`src/rtl/iter_barrel_shifter.sv`:
```
// iter_barrel_shifter: shift/rotate engine applying one power-of-two stage per clock,
// giving a fixed latency of log2(WIDTH) cycles regardless of shift amount.
module iter_barrel_shifter #(
    parameter int WIDTH = 16,
    localparam int SHW = $clog2(WIDTH)
) (
    input  logic             clk,
    input  logic             rst,
    input  logic [WIDTH-1:0] data_in,
    input  logic [SHW-1:0]   shamt,
    input  logic             dir,
    input  logic             rotate,
    input  logic             arith,
    input  logic             in_valid,
    output logic             in_ready,
    output logic [WIDTH-1:0] data_out,
    output logic             out_valid,
    input  logic             out_ready,
    output logic             busy
);
    typedef enum logic [1:0] {IDLE, SHIFT, DONE} state_t;
    localparam logic [SHW:0] WL = (SHW+1)'(WIDTH);
    state_t         state;
    logic [SHW-1:0] k, sh;
    logic [WIDTH-1:0] work, nxt, fill;
    logic [SHW:0]   amt;
    logic           c_dir, c_rot, sign_fill;
    // sign_fill folds arith, direction, rotate and the captured MSB into one flag
    always_comb begin
        amt  = sh[k] ? ((SHW+1)'(1) << k) : '0;
        fill = sign_fill ? ~({WIDTH{1'b1}} >> amt) : '0;
        nxt  = c_rot ? (c_dir ? (work >> amt) | (work << (WL - amt))
                              : (work << amt) | (work >> (WL - amt)))
                     : (c_dir ? (work >> amt) | fill : work << amt);
    end
    assign in_ready = (state == IDLE);
    assign busy     = (state != IDLE);
    always_ff @(posedge clk) begin
        if (rst) begin
            state     <= IDLE;
            k         <= '0;
            data_out  <= '0;
            out_valid <= 1'b0;
        end else begin
            case (state)
                IDLE: if (in_valid) begin
                    work      <= data_in;
                    sh        <= shamt;
                    c_dir     <= dir;
                    c_rot     <= rotate;
                    sign_fill <= arith & dir & ~rotate & data_in[WIDTH-1];
                    k         <= '0;
                    state     <= SHIFT;
                end
                SHIFT: begin
                    work <= nxt;
                    k    <= k + 1'b1;
                    if (k == (SHW)'(SHW-1)) begin
                        state     <= DONE;
                        data_out  <= nxt;
                        out_valid <= 1'b1;
                    end
                end
                DONE: if (out_ready) begin
                    state     <= IDLE;
                    out_valid <= 1'b0;
                end
                default: state <= IDLE;
            endcase
        end
    end
endmodule

```
`config.mk`:
```
export PLATFORM = sky130hd
export DESIGN_NAME = iter_barrel_shifter
export DESIGN_NICKNAME = d
export VERILOG_FILES = /design/src/rtl/iter_barrel_shifter.sv
export SDC_FILE = /design/constraint.sdc
export NUM_CORES = 1
export LEC_CHECK = 0
export ABC_AREA = 1
export CAP_MARGIN = 40
export CORE_MARGIN = 1
export CORE_UTILIZATION = 54
export DETAILED_ROUTE_END_ITERATION = 8
export GPL_ROUTABILITY_DRIVEN = 0
export PLACE_DENSITY = 0.79
export SYNTH_ARGS = -nofsm -noshare
export SYNTH_HDL_FRONTEND = slang
export SYNTH_SLANG_ARGS = --single-unit
export TNS_END_PERCENT = 1
```
`constraint.sdc`:
```
create_clock -name clk -period 2.8 [get_ports clk]
set_clock_uncertainty 0.15 [all_clocks]
set_input_delay 0.42 -clock clk [delete_from_list [all_inputs] [get_ports clk]]
set_output_delay 0.42 -clock clk [all_outputs]
set_load 0.1 [all_outputs]
```
Yosys cells after proc, flatten, opt, wreduce, memory -nomap -nowiden
Index checks and enable logic that the tools add are counted.

storage, ports and cells
  bits in registers = 46
  latch bits = 0
  bits in writable memories = 0
  ROM bits = 0
  bits of input ports = 27
  output and inout port bits = 19
  memories = 0

cells by class
  add/sub/neg operators = 2
  multiply operators = 0
  div/mod/pow operators = 0
  magnitude comparators = 1
  equality and inequality tests = 6
  shift-type cells = 6
  multiplexer cells = 18
  bitwise gates (word level) = 9
  reduce and logical (&&, ||, !) cells = 10

operator list
  kind                     number
  $mux W16                 5
  $or A16 B16 Y16          3
  $pmux W16 S2             1
  $shl A16 B5 Y16          2
  $shr A16 B5 Y16          2
  $not A16 Y16             1
  $shr A16 B5 Y16 const A  1
  $reduce_and A3 Y1        4
  $pmux W4 S2              1
  $mux W2                  3
  $ne A2 B2 Y1 const B     3
  $pmux W2 S3              1
  $reduce_bool A2 Y1       3
  $mux W5                  1
  $shl A1 B4 Y5 const A    1
  $sub A5 B5 Y5 const A    1
  $add A4 B1 Y4 const B    1
  $eq A4 B2 Y1 const B     1
  $lt A4 B3 Y1 const B     1
  $mux W4                  1
  $reduce_and A2 Y1        2
  $and A1 B1 Y1            3
  $mux W1                  3
  $bmux W1 S2              1
  5 further kinds          6

Logic depth before layout (Yosys ltp)
  word-level depth = 10
  mapped depth = 21
  depth with buffers taken out = 19

Worst setup path after synthesis
No wires, ideal clock.

  kind = register -> register
  start point = reg state[1]
  end point = reg work[0], enable pin
  data arrival time = 2.757 ns
  required time = 2.262 ns
  slack = -0.496 ns
  stages on the path, launching flop included = 6
  clock period less this slack = 3.296 ns
  path through = dfxtp_1 > nor2_1 > nand2_1 > inv_1 > nor2_1 > nor2_1

on the way
  longest elaborated chain between the ends = 3

ends and longest elaborated chain
  element                                                       line  text
  start, declared                                               23    state_t state;
  start signal, assigned                                        40    state <= IDLE;
  start signal, assigned                                        53    state <= SHIFT;
  start signal, assigned                                        59    state <= DONE;
  $logic_not A2 Y1 *                                            -
  named net in_ready                                            15    output logic in_ready,
  $ne A2 B2 Y1 (no line) or $reduce_bool A2 Y1 (tied branches)  -
  $reduce_and A3 Y1 (no line) *                                 -
  end signal, assigned                                          47    work <= data_in;
  end signal, assigned                                          56    work <= nxt;
  end, declared                                                 25    logic [WIDTH-1:0] work, nxt, fill;

The timed path passes the listed nets; every way through them passes the cells marked *.
A chain may end at the register's enable or synchronous reset.

Worst setup path in the final report
  start point = reg k[0]
  end point = reg work[5] (data pin)

on the way
  longest elaborated chain between the ends = 10

ends and longest elaborated chain
  element                                                                line  text
  start, declared                                                        24    logic [SHW-1:0] k, sh;
  start signal, assigned                                                 57    k <= k + 1'b1;
  $bmux W1 S2                                                            30    amt = sh[k] ? ((SHW+1)'(1) << k) : '0;
  $mux W1 (not written as such)                                          30
  $mux W5 *                                                              30
  parallel branches: the longest is 5 deep, another holds $sub A5 B5 Y5  -
  $mux W16 *                                                             32    nxt = c_rot ? (c_dir ? (work >> amt) | (work << (WL - amt))
  $pmux W16 S2 *                                                         45    case (state)

Mark *: on every way between the ends. The select of a mux whose other input is x is not followed.

==> impl_metrics.toml <==
[global_routing]
gr-total-overflow = 0
grt_pass1_wl_um = 32090
grt_pass1_vias = 6152
grt_max_degree = 34
grt_use_total_pct = 42.88
antenna_found_initial = 0

[worst_setup_path]
crit_type = "flop to flop"
critPathLaunchType = "flop"
worstPathMaxFanout = 12
critPathArrivalTime_ns = 2.78
worst_setup_path_end_kind = "flop"
crit_top_cell = "nand2_1"
r2r_cells = 20
regToRegEndpoint = "work[5]"
worst_path_max_delay_cell = "dfxtp_4"
slowest_delay_ns = 0.38
crit_path_cell_trace = "inv_2 > ha_1 > inv_2 > nor2_4 > nand3_4 > inv_4 > ha_4 > inv_4 > buf_12 > buf_4 > nand3_1 > nand2_1 > nand2_1 > nand3_1 > nand2_1 > nand2_1 > nand2_1 > nand3_2 > nand2_1 > nand2_1"
rrSetupSlack_ns = -0.07
critPathRequiredTime_ns = 2.71
rr_startpoint = "k[0]"

[final_layout]
final_cell_area_sq_um = 6496
syn_to_final_growth_pct = 29.54
post-route-util_pct = 73.42
drive_above_1_share_pct = 21.48
layout.nets = 1022
layout_commonest_cell = "nand2_1"
layout_common_cells = "nand2_1, nand3_1, buf_4"
n_antenna_cell = 0

[sta]
setup_viol = 2
fin_ws_ns = -0.06584
maxSlewViolCount = 0
period_needed_ns = 2.866
finalCritPeriodShare_pct = 102.4
tightest_slew_ns = 0.6478
hold_violations = 0
rsz0062_at_grt = "yes"
slew_headroom_pct = 56.55
fmax_mhz = 348.9
whs_ns = 0.3540

[placed_design]
io_buffers = 45
placed_area_sq_um = 6107
dp_hpwl_um = 15640

[min_path]
min_path_cells = 2
hold_class = "flop to flop"
min_from = "out_valid"
hold_end = "out_valid"

[floorplan]
die_w_um = 98.37
initial_core_util_pct = 56.67
rows = 34
core_area_sq_um = 8848
ioPinCount = 46
die_y_um = 98.37
fp.dieArea_sq_um = 9676

[drt]
postRouteAntennaNets = 0
drc = 71
vias = 6955
drt_wl_total_um = 21640
drt_iter0_markers = 1264
routed_via_density = 6.352
wl_per_cell_um = 19.77
drt-pass1-iter-count = 9

[logic_synthesis]
yosysWarnings = 0
synthCells = 877
yosys_most_used_dff = "edfxtp_1"
seq_area_frac_synth_pct = 22.95
syn_avg_cell_area_sq_um = 5.718
yosysTopAreaCell = "nand2_1"
yosysUniqueCellTypes = 39
ys_ff_latch = 46
synth_nets = 913
netlist.area_leader.share_pct = 24.25
synth_area_leaders = "nand2_1, nand3_1, edfxtp_1"
synth_edf_count = 23
syn_area_sq_um = 5015
async_reset_ff_share_pct = 0

[power]
pwr-share-clk_pct = 13.8
p_seq_share_pct = 22.9
internal_power_mw = 1.701
combPwrFrac_pct = 63.2
p_per_area_nw_per_um2 = 513.6
p_sw_share_pct = 49.01
leakage_nw = 3.349
power.switching_mw = 1.635
peakVddDrop_mv = 0.3507

[cts]
cts-root-buf = "clkbuf_8"
clk_pin_slew_ns = 0.10
cts.sinks = 46
cts_max_level = 2
ctsLongestPathBuffers = 2
numCtsBuffers = 5
clock_latency_ns = 0.31
cts_tree = "yes"
hold_buffers = 0

[run_status]
status = "finished, violations left"
violations = "DRC, setup timing"

[run]
max_cap_viol_count = 0
-- metrics by stage --
stage          setup WS, ns  TNS, ns  power [mW]  instances
6_report           -0.06584  -0.1188       3.336       1095
4_1_cts            0.008031        0       3.063       1090
5_1_grt             -0.1111   -1.189       3.475       1095
3_3_place_gp       -0.05760  -0.1044       2.565       1080
3_5_place_dp        -0.1181  -0.3980       2.599       1080
2_1_floorplan       -0.3061   -6.207       1.907        877
-- synthesized netlist by cell type (4+ instances only) --
master / instances
a21oi_1: 31
buf_1: 5
buf_2: 6
buf_4: 6
buf_6: 5
clkbuf_1: 19
dfxtp_1: 23
edfxtp_1: 23
ha_1: 9
inv_1: 69
inv_2: 10
nand2_1: 324
nand2_2: 20
nand3_1: 170
nand3_2: 4
nand3b_1: 4
nand4_1: 17
nor2_1: 53
nor2_2: 6
o211ai_1: 12
o21ai_0: 28
o21ai_1: 11
-- worst max-delay path by stage --
stage / from / slack (ns) / depth (start not counted) / end
3_5_place_dp: k[1] / -0.12 / 14 / work[14]
2_1_floorplan: k[1] / -0.31 / 19 / work[13]
4_1_cts: k[0] / 0.008 / 21 / work[5]
5_1_grt: k[0] / -0.11 / 20 / work[5]
6_report: k[0] / -0.07 / 20 / work[5]
3_3_place_gp: k[1] / -0.06 / 14 / work[14]
-- worst max-delay path, delay by kind of cell, from the launching register on --
kind	cells	cell delay (ns)
buffers and inverters	6	0.55
AND/OR/NAND/NOR	12	1.05
adder cells (fa/ha/maj)	2	0.50
flip-flops	1	0.38
-- power groups by stage --
stage	logic (mW)	registers (mW)	clock network (mW)
floorplan	1.13	0.779	0
global placement	1.79	0.777	0
detailed placement	1.82	0.778	0
CTS	1.84	0.762	0.459
global route	2.22	0.766	0.488
finish	2.11	0.765	0.462
-- cell type report --
cell class	instances	area, sq um
clock buffers	5	68.82
flip-flops and latches	46	1157
fillers	731	2352
inverters	81	311.5
multi-input cells	709	3512
well taps	108	135.1
repair buffers	143	1284
clock inverters	3	27.53
-- cell families (layout without fill, tap and decap cells) --
| family | after synthesis | in the layout | synth area share (%) |
|---|---|---|---|
| fa+ha+maj | 9 | 9 | 2.246 |
| simple gates | 609 | 609 | 54.17 |
| compound gates | 91 | 91 | 10.15 |
| buf+inv | 122 | 232 | 10.48 |
| flops | 46 | 46 | 22.95 |
-- what timing repair did --
item | CTS | global route
gates cloned | 0 | 2
setup endpoints to repair | 15 | 32
pin swaps | 2 | 7
gates resized for setup | 8 | 50
setup buffers | 2 | 3
-- layer usage --
metal / vias to the layer above / track usage (%) / part of all wire, %
met5: - / 0 / 0
met4: 0 / 28.13 / 9.0
met3: 189 / 12.96 / 15
met2: 635 / 64.90 / 42
met1: 3022 / 52.82 / 34
li1: 3109 / - / -
-- state kept, by name (all words and copies together) (netlist names) --
name	count
state	2
sh	4
work	16
sign_fill	1
out_valid	1
data_out	16
k	4
c_dir	1
c_rot	1
Power figures use the tool's default switching activity.
